--- src/rtl/uart_tx_reporter_if.sv ---
// Byte-write side of the UART return path: game core pushes bytes, transmitter reports line and FIFO status.
interface uart_tx_reporter_if;
  logic [7:0] dataTX;
  logic       WR_TX;
  logic       TX;
  logic       busy;
  logic       full;
  logic       ovf;

  modport master (output dataTX, output WR_TX, input TX, input busy, input full, input ovf);
  modport slave  (input dataTX, input WR_TX, output TX, output busy, output full, output ovf);
endinterface

--- src/rtl/uart_tx_reporter.sv ---
// 8N1 LSB-first UART transmitter with a small byte FIFO, returning game events to the host PC.
module uart_tx_reporter #(
  parameter int unsigned CLK_HZ     = 31500000,
  parameter int unsigned BAUD       = 115200,
  parameter int unsigned FIFO_DEPTH = 4
) (
  input  logic                px_clk,
  input  logic                rst,
  uart_tx_reporter_if.slave   bus
);

  localparam int unsigned DIVISOR = CLK_HZ / BAUD;
  localparam int unsigned CW      = (DIVISOR > 1) ? $clog2(DIVISOR) : 1;
  localparam int unsigned PW      = $clog2(FIFO_DEPTH);
  localparam int unsigned NW      = PW + 1;

  typedef enum logic [1:0] {IDLE, START, DATA, STOP} state_t;

  state_t        state, state_nx;
  logic [7:0]    mem [FIFO_DEPTH];
  logic [PW-1:0] wr_ptr, rd_ptr;
  logic [NW-1:0] count, count_nx;
  logic [CW-1:0] baud_cnt, baud_nx;
  logic [2:0]    bit_cnt, bit_nx;
  logic [7:0]    shift, shift_nx;
  logic          tx_q, tx_nx;
  logic          busy_q, full_q, ovf_q;
  logic          bit_end, nonempty, wr_ok, pop;

  assign bit_end  = (baud_cnt == CW'(DIVISOR - 1));
  assign nonempty = (count != '0);
  assign wr_ok    = bus.WR_TX & ~full_q;

  assign bus.TX   = tx_q;
  assign bus.busy = busy_q;
  assign bus.full = full_q;
  assign bus.ovf  = ovf_q;

  // State register
  always_ff @(posedge px_clk or posedge rst) begin
    if (rst) state <= IDLE;
    else     state <= state_nx;
  end

  // Next-state logic
  always_comb begin
    state_nx = state;
    unique case (state)
      IDLE:    if (nonempty) state_nx = START;
      START:   if (bit_end) state_nx = DATA;
      DATA:    if (bit_end && bit_cnt == 3'd7) state_nx = STOP;
      STOP:    if (bit_end) state_nx = nonempty ? START : IDLE;
      default: state_nx = IDLE;
    endcase
  end

  // Datapath next values; a pop loads the head byte and drives the start bit in the same edge
  always_comb begin
    tx_nx    = tx_q;
    shift_nx = shift;
    bit_nx   = bit_cnt;
    baud_nx  = bit_end ? '0 : baud_cnt + CW'(1);
    pop      = 1'b0;
    unique case (state)
      IDLE: begin
        baud_nx = '0;
        tx_nx   = 1'b1;
        if (nonempty) begin
          pop      = 1'b1;
          shift_nx = mem[rd_ptr];
          tx_nx    = 1'b0;
        end
      end
      START: begin
        if (bit_end) begin
          tx_nx  = shift[0];
          bit_nx = 3'd0;
        end
      end
      DATA: begin
        if (bit_end) begin
          if (bit_cnt == 3'd7) begin
            tx_nx = 1'b1;
          end else begin
            shift_nx = {1'b0, shift[7:1]};
            tx_nx    = shift[1];
            bit_nx   = bit_cnt + 3'd1;
          end
        end
      end
      STOP: begin
        if (bit_end && nonempty) begin
          pop      = 1'b1;
          shift_nx = mem[rd_ptr];
          tx_nx    = 1'b0;
        end
      end
      default: tx_nx = 1'b1;
    endcase
  end

  // FIFO occupancy
  always_comb begin
    count_nx = count;
    if (wr_ok && !pop)      count_nx = count + NW'(1);
    else if (!wr_ok && pop) count_nx = count - NW'(1);
  end

  always_ff @(posedge px_clk or posedge rst) begin
    if (rst) begin
      wr_ptr   <= '0;
      rd_ptr   <= '0;
      count    <= '0;
      baud_cnt <= '0;
      bit_cnt  <= '0;
      shift    <= '0;
      tx_q     <= 1'b1;
      busy_q   <= 1'b0;
      full_q   <= 1'b0;
      ovf_q    <= 1'b0;
    end else begin
      if (wr_ok) wr_ptr <= wr_ptr + PW'(1);
      if (pop)   rd_ptr <= rd_ptr + PW'(1);
      count    <= count_nx;
      baud_cnt <= baud_nx;
      bit_cnt  <= bit_nx;
      shift    <= shift_nx;
      tx_q     <= tx_nx;
      busy_q   <= (state_nx != IDLE) | (count_nx != '0);
      full_q   <= (count_nx == NW'(FIFO_DEPTH));
      ovf_q    <= ovf_q | (bus.WR_TX & full_q);
    end
  end

  // Byte storage needs no reset; pointers and count define validity
  always_ff @(posedge px_clk) begin
    if (wr_ok) mem[wr_ptr] <= bus.dataTX;
  end

endmodule

--- src/flat_wrapper.sv ---
// flat-port wrapper written by rule: the top's interface ports become plain ports
module uart_tx_reporter_flat 
#(
  parameter int unsigned CLK_HZ     = 31500000,
  parameter int unsigned BAUD       = 115200,
  parameter int unsigned FIFO_DEPTH = 4
)
  (px_clk, rst, bus_dataTX, bus_WR_TX, bus_TX, bus_busy, bus_full, bus_ovf);
  uart_tx_reporter_if bus_i ();
  input  logic px_clk;
  input  logic rst;
  input wire logic [$bits(bus_i.dataTX)-1:0] bus_dataTX;
  input wire logic [$bits(bus_i.WR_TX)-1:0] bus_WR_TX;
  output wire logic [$bits(bus_i.TX)-1:0] bus_TX;
  output wire logic [$bits(bus_i.busy)-1:0] bus_busy;
  output wire logic [$bits(bus_i.full)-1:0] bus_full;
  output wire logic [$bits(bus_i.ovf)-1:0] bus_ovf;
  assign bus_i.dataTX = bus_dataTX;
  assign bus_i.WR_TX = bus_WR_TX;
  assign bus_TX = bus_i.TX;
  assign bus_busy = bus_i.busy;
  assign bus_full = bus_i.full;
  assign bus_ovf = bus_i.ovf;
  uart_tx_reporter #(.CLK_HZ(CLK_HZ), .BAUD(BAUD), .FIFO_DEPTH(FIFO_DEPTH)) u_core (.px_clk(px_clk), .rst(rst), .bus(bus_i));
endmodule
--- config.mk ---
export PLATFORM = sky130hd
export DESIGN_NAME = uart_tx_reporter_flat
export DESIGN_NICKNAME = d
export VERILOG_FILES = /design/src/rtl/uart_tx_reporter_if.sv /design/src/rtl/uart_tx_reporter.sv /design/src/flat_wrapper.sv
export SDC_FILE = /design/constraint.sdc
export NUM_CORES = 1
export LEC_CHECK = 0
export ABC_CLOCK_PERIOD_IN_PS = 2100
export CORE_MARGIN = 2
export CORE_UTILIZATION = 40
export DETAILED_ROUTE_END_ITERATION = 16
export GPL_TIMING_DRIVEN = 0
export PLACE_DENSITY = 0.55
export SLEW_MARGIN = 10
export SYNTH_ARGS = -nofsm -noshare
export SYNTH_HDL_FRONTEND = slang
export SYNTH_SLANG_ARGS = --single-unit
--- constraint.sdc ---
create_clock -name px_clk -period 2.1 [get_ports px_clk]
set_input_delay 0.315 -clock px_clk [delete_from_list [all_inputs] [get_ports px_clk]]
set_output_delay 0.315 -clock px_clk [all_outputs]
set_load 0.01 [all_outputs]
# [After elaboration in Yosys (flattened, before gate mapping)]
# Memory sizes are Yosys's and may differ from the RTL's.
# Index checks and enable logic that the tools add are counted.
[classes] addsub=6 eq_ne=11 n_mux=30 bitwise=5 reduce_logical=15
[ops] cell="2-to-1 mux 8 bit" count=4
[ops] cell="one-hot mux 8 bit (3 select lines)" count=1
[ops] cell="2-to-1 mux 9 bit" count=2
[ops] cell="2-to-1 mux 3 bit" count=5
[ops] cell="2-to-1 mux 1 bit" count=10
[ops] cell="adder 9 x 1 -> 9 bit, second input constant" count=1
[ops] cell="== test 9 bit, second input constant" count=1
[ops] cell="nonzero test 3 bit" count=3
[ops] cell="2-to-1 mux 2 bit" count=4
[ops] cell="inequality test 2 x 1 -> 1 bit, second input constant" count=4
[ops] cell="one-hot mux 2 bit (4 select lines)" count=1
[ops] cell="adder 3 x 1 -> 3 bit, second input constant" count=2
[ops] cell="== test 3 bit, second input constant" count=2
[ops] cell="one-hot mux 3 bit (2 select lines)" count=1
[ops] cell="AND reduction 5 bit" count=1
[ops] cell="adder 2 x 1 -> 2 bit, second input constant" count=2
[ops] cell="== test 2 bit, second input constant" count=2
[ops] cell="logical AND 1 bit" count=4
[ops] cell="one-hot mux 1 bit (4 select lines)" count=1
[ops] cell="AND reduction 4 bit" count=1
[ops] cell="nonzero test 2 bit" count=2
[ops] cell="AND reduction 3 bit" count=1
[ops] cell="subtractor 3 x 1 -> 3 bit, second input constant" count=1
[ops] cell="AND 1 bit" count=2
[ops] cell="7 further kinds" count=9
[totals] reg_bits=33 ram_bits=32 input_bits=11 out_inout_bits=4 word_cells=79 n_memories=1
[memory_table] memory="u_core.mem" words=4 word_bits=8 rd=1 rd_clocked_by_memory_dff=0 wr=1 line_no="uart_tx_reporter.sv:20" rtl="logic [7:0] mem [FIFO_DEPTH];"

# [Logic depth before layout (Yosys ltp)]
[logic_depth] depth_word=9 ltp_mapped=10 depth_no_buf=8

# [Worst setup path after synthesis]
# OpenSTA, ideal clock, no wires.
[synth_timing] path_type="flip-flop to flip-flop" from="register u_core.baud_cnt[0]" to="register u_core.full_q, in the netlist u_core.bus.full" setup_time_ns=0.126 t_arrival_ns=1.692 t_required_ns=1.974 slack_ns=0.282 path_stages_with_launch=9 n_path_buf=0 period_less_slack_ns=1.818 cell_sequence="dfrtp_1 inv_1 ha_1 and4bb_2 a31o_2 a21oi_1 a21oi_1 a22o_1 nor2b_1"
[synth_via] elab_chain_cells=8 word_cells_on_any_way=10 classes_between="2 x eq/ne; 4 x mux; 4 x reduce/logical"
[synth_rtl] element="start: declaration" line_no="uart_tx_reporter.sv:23" rtl="logic [CW-1:0] baud_cnt, baud_nx;"
[synth_rtl] element="start signal: assignment" line_no="uart_tx_reporter.sv:125" rtl="baud_cnt <= baud_nx;"
[synth_rtl] element="== test 9 bit (*)" line_no="uart_tx_reporter.sv:30" rtl="assign bit_end = (baud_cnt == CW'(DIVISOR - 1));"
[synth_rtl] element="logical AND 1 bit (*)" line_no="uart_tx_reporter.sv:92" rtl="if (bit_end && nonempty) begin"
[synth_rtl] element="2-to-1 mux 1 bit (*)" line_no="uart_tx_reporter.sv:92"
[synth_rtl] element="one-hot mux 1 bit (2 select lines) (*)" line_no="uart_tx_reporter.sv:64" rtl="unique case (state)"
[synth_rtl] element="logical AND 1 bit or zero test 1 bit (tied branches)" line_no="uart_tx_reporter.sv:106, uart_tx_reporter.sv:105"
[synth_rtl] element="2-to-1 mux 3 bit or logical AND 1 bit (tied branches)" line_no="uart_tx_reporter.sv:106, uart_tx_reporter.sv:105"
[synth_rtl] element="2-to-1 mux 3 bit (*)" line_no="uart_tx_reporter.sv:105" rtl="if (wr_ok && !pop) count_nx = count + NW'(1);"
[synth_rtl] element="== test 3 bit (*)" line_no="uart_tx_reporter.sv:130" rtl="full_q <= (count_nx == NW'(FIFO_DEPTH));"
[synth_rtl] element="end signal: assignment" line_no="uart_tx_reporter.sv:130"
[synth_rtl] element="end: declaration" line_no="uart_tx_reporter.sv:27" rtl="logic busy_q, full_q, ovf_q;"
# Mark *: on every way between the ends. The rest lies on a longest branch, timed or not.
# A chain may end at the register's enable or synchronous reset.

# [Worst setup path after layout]
[layout_timing] from="register u_core.baud_cnt[0]" to="register u_core.shift[5]"
[layout_via] elab_chain_cells=4 word_cells_on_any_way=5 classes_between="3 x eq/ne; 2 x reduce/logical"
[layout_rtl] element="== test 9 bit (*)" line_no="uart_tx_reporter.sv:30"
[layout_rtl] element="logical AND 1 bit" line_no="uart_tx_reporter.sv:92"
[layout_rtl] element="inequality test 2 x 1 -> 1 bit (no source line)"
[layout_rtl] element="AND reduction 5 bit (no source line) (*)"
[layout_rtl] element="end signal: assignment" line_no="uart_tx_reporter.sv:127" rtl="shift <= shift_nx;"
[layout_rtl] element="end: declaration" line_no="uart_tx_reporter.sv:25" rtl="logic [7:0] shift, shift_nx;"
# Marks and branches as above.

==> flow_metrics.env <==
export IMPL_p_int_mw=2.33
export IMPL_antenna_found_initial=0
export IMPL_worstHoldPathType="in -> async"
export IMPL_antenna_cells=0
export IMPL_period_share_pct=95.6
export IMPL_critical_path_required_ns=2.32
export IMPL_port_buffers=14
export IMPL_worst_setup_path_type="reg -> reg"
export IMPL_leakage_nw=1.44
export IMPL_io_pins=15
export IMPL_grt_overflow=0
export IMPL_r2r_start="u_core.baud_cnt[0]$_DFF_PP0_"
export IMPL_core_mm2=0.00729
export IMPL_crit_path_end="u_core.shift[5]$_DFFE_PP0P_"
export IMPL_ant_nets=0
export IMPL_hold_viol=0
export IMPL_die_area_mm2=0.00830
export IMPL_die_y_um=91.1
export IMPL_clk_pin_slew_worst_paths_ns=0.08
export IMPL_status="finished clean"
export IMPL_ff2ff_path_depth=8
export IMPL_vias_per_cell=4.84
export IMPL_postRouteWirelength_um=5270
export IMPL_via_count=1828
export IMPL_grt_first_pass_wirelength_um=8910
export IMPL_grtUsageTotal_pct=14.0
export IMPL_ys_warn_count=0
export IMPL_max_freq_mhz=498
export IMPL_worst_pin_slew_ns=0.722
export IMPL_grt_max_degree=34
export IMPL_most_common_layout_cells="dfrtp_1, edfxtp_1, nor2_1, nand2_1, ha_1"
export IMPL_cts_tree="yes"
export IMPL_cp_data_arrival_time_ns=2.23
export IMPL_die_w_um=91.1
export IMPL_drive_above_1_share_pct=16.5
export IMPL_syn_area_per_cell_um2=12.4
export IMPL_pwr_share_comb_pct=15.3
export IMPL_clockBufferDepth=2
export IMPL_post_route_drc_count=0
export IMPL_critPathLaunch="u_core.baud_cnt[0]$_DFF_PP0_"
export IMPL_placedCellCount=358
export IMPL_syn_nets=273
export IMPL_period_needed_ns=2.01
export IMPL_power_density_mw_per_mm2=900
export IMPL_ys_ff_latch=65
export IMPL_cts_buffers=9
export IMPL_rows=31
export IMPL_switchingPower_mw=0.894
export IMPL_globalplace_congestion=0.742
export IMPL_wire_per_inst_um=13.9
export IMPL_seqPwrFrac_pct=50.0
export IMPL_insertion_delay_ns=0.34
export IMPL_reg2reg_setup_slack_ns=0.09
export IMPL_ctsHoldBuffers=0
export IMPL_cts_sinks=65
export IMPL_synth_area_leader_cell="edfxtp_1"
export IMPL_grt_pass1_vias=1836
export IMPL_hold_slack_ns=0.409
export IMPL_dp_slack_ns=-0.115
export IMPL_swShare_pct=27.8
export IMPL_synth_cell_types=39
export IMPL_critPathCaptureType="flop"
export IMPL_first_pass_iters=4
export IMPL_layout_nets=302
export IMPL_post_dp_hpwl_um=3540
export IMPL_critical_path_startpoint_type="flop"
export IMPL_synth_top_cell_area_share_pct=31.6
export IMPL_setup_viol=0
export IMPL_ys_seq_area_share_pct=58.9
export IMPL_final_core_util_pct=49.1
export IMPL_clockPowerShare_pct=34.7
export IMPL_fin_cells=378
export IMPL_r2r_end="u_core.shift[5]$_DFFE_PP0P_"
export IMPL_syn_inst=245
export IMPL_ys_top_cells_by_area="edfxtp_1, dfrtp_1, ha_1"
export IMPL_maxCapViolCount=0
export IMPL_finalClockSkew_ns=0.00650
export IMPL_clockRootBuffer="clkbuf_8"
export IMPL_syn_to_final_growth_pct=17.8
export IMPL_drv_slew=0
export IMPL_ir_worst_vdd_uv=484
export IMPL_cp_max_fo=7
export IMPL_timing_slew_headroom_pct=51.8
export IMPL_synth_cell_area_mm2=0.00304
export IMPL_drt_iter0_markers=111
export IMPL_h_tree_depth=3
export IMPL_initial_core_util_pct=41.6
export IMPL_fin_ws_ns=0.0932
-- synth_stat cells --
master and n:
a32oi_1 1, a32o_1 1, mux4_2 8, o32ai_1 1, or2b_1 1, edfxtp_1 32, dfstp_2 1, nor4b_4 1
clkbuf_1 6, nand4b_1 1, nand2b_1 2, a21oi_1 10, xnor2_1 6, o21a_1 1, nand2_2 1, nand2_1 24
a22oi_1 1, nor3_4 1, a31oi_1 8, a22o_1 1, o21ai_0 12, xor2_1 6, dfrtp_1 32, mux2i_1 1
ha_1 17, and4bb_2 1, nor2b_1 4, mux2_2 1, a21o_1 1, buf_4 1, inv_1 16, a31o_2 2
nor3_1 3, nand3_1 7, nor2_1 25, a21oi_2 1, buf_2 1, and2_1 5, buf_6 1
-- layer usage --
layer	vias up	wire length, um	global-route usage (%)	part of all wire [%]
met5	-	0	0	0
met4	0	74	7.58	1.4
met3	7	119	3.32	2.3
met2	18	2440	21.3	46
met1	886	2640	18.6	50
li1	917	-	-	-
-- power by group through the flow --
stage / sequential (mW) / combinational (mW) / clock (mW)
floorplan: 1.63 / 0.346 / 0
global placement: 1.64 / 0.489 / 0
detailed placement: 1.64 / 0.493 / 0
CTS: 1.61 / 0.500 / 1.16
global route: 1.63 / 0.566 / 1.21
finish: 1.61 / 0.492 / 1.12
-- flip-flops by register name (all words and copies together), names as in the netlist --
signal and count:
u_core.mem 32, u_core.baud_cnt 9, u_core.shift 8, u_core.bit_cnt 3, u_core.count 3, u_core.rd_ptr 2, u_core.state 2, u_core.wr_ptr 2
u_core.bus.TX 1, u_core.bus.busy 1, u_core.bus.full 1, u_core.bus.ovf 1
-- worst max-delay path: stages (launching register included) --
cell	delay, ns
dfrtp_1	0.42
inv_1	0.09
ha_1	0.15
and4bb_4	0.29
nand2_4	0.08
o21a_1	0.20
nor3_4	0.33
buf_2	0.23
a31oi_1	0.09
-- metrics by stage --
stage | setup TNS (ns) | area (um2) | power (mW)
floorplan | 0 | 3040 | 1.97
global placement | -0.121 | 3300 | 2.13
detailed placement | -0.192 | 3300 | 2.13
CTS | 0 | 3510 | 3.27
global route | -0.0278 | 3580 | 3.41
finish | 0 | 3580 | 3.22
-- area by class of cell --
| class | count | area [um2] |
|---|---|---|
| multi-input combinational | 155 | 1170 |
| timing repair buffer | 19 | 175 |
| fill | 706 | 3710 |
| tap | 99 | 124 |
| buffer | 8 | 46.3 |
| clock buffer | 9 | 124 |
| inverter | 16 | 60.1 |
| sequential | 65 | 1790 |
| clock inverter | 7 | 85.1 |
-- logic make-up (layout without fill, tap and decap cells) --
group                      Yosys count  count (layout)  share of synthesized area, %
and+or+nand+nor                     76              76                          12.4
DFF                                 65              65                          58.9
AOI/OAI and AO/OA                   40              40                          8.08
buffers and inverters               25              59                          3.50
adders and majority gates           17              17                          7.00
xor gates and xnor gates            12              12                          3.46
muxes                               10              10                          6.63
-- worst min-delay path by stage --
stage                             start                           end  slack (ns)  cells past startpoint
5_1_grt                             rst  u_core.baud_cnt[7]$_DFF_PP0_        0.46                      2
4_1_cts                             rst  u_core.baud_cnt[5]$_DFF_PP0_        0.42                      2
6_report                            rst  u_core.baud_cnt[3]$_DFF_PP0_        0.41                      2
2_1_floorplan             bus_dataTX[0]    u_core.mem[0][0]$_DFFE_PP_        0.41                      0
3_3_place_gp   u_core.bus.ovf$_DFF_PP0_      u_core.bus.ovf$_DFF_PP0_        0.44                      1
3_5_place_dp   u_core.bus.ovf$_DFF_PP0_      u_core.bus.ovf$_DFF_PP0_        0.44                      1
-- repair_timing --
action,CTS,global route
buffers inserted,0,4
setup endpoints to repair,0,8
resized for setup,0,8
(Power assumes the default switching activity.)
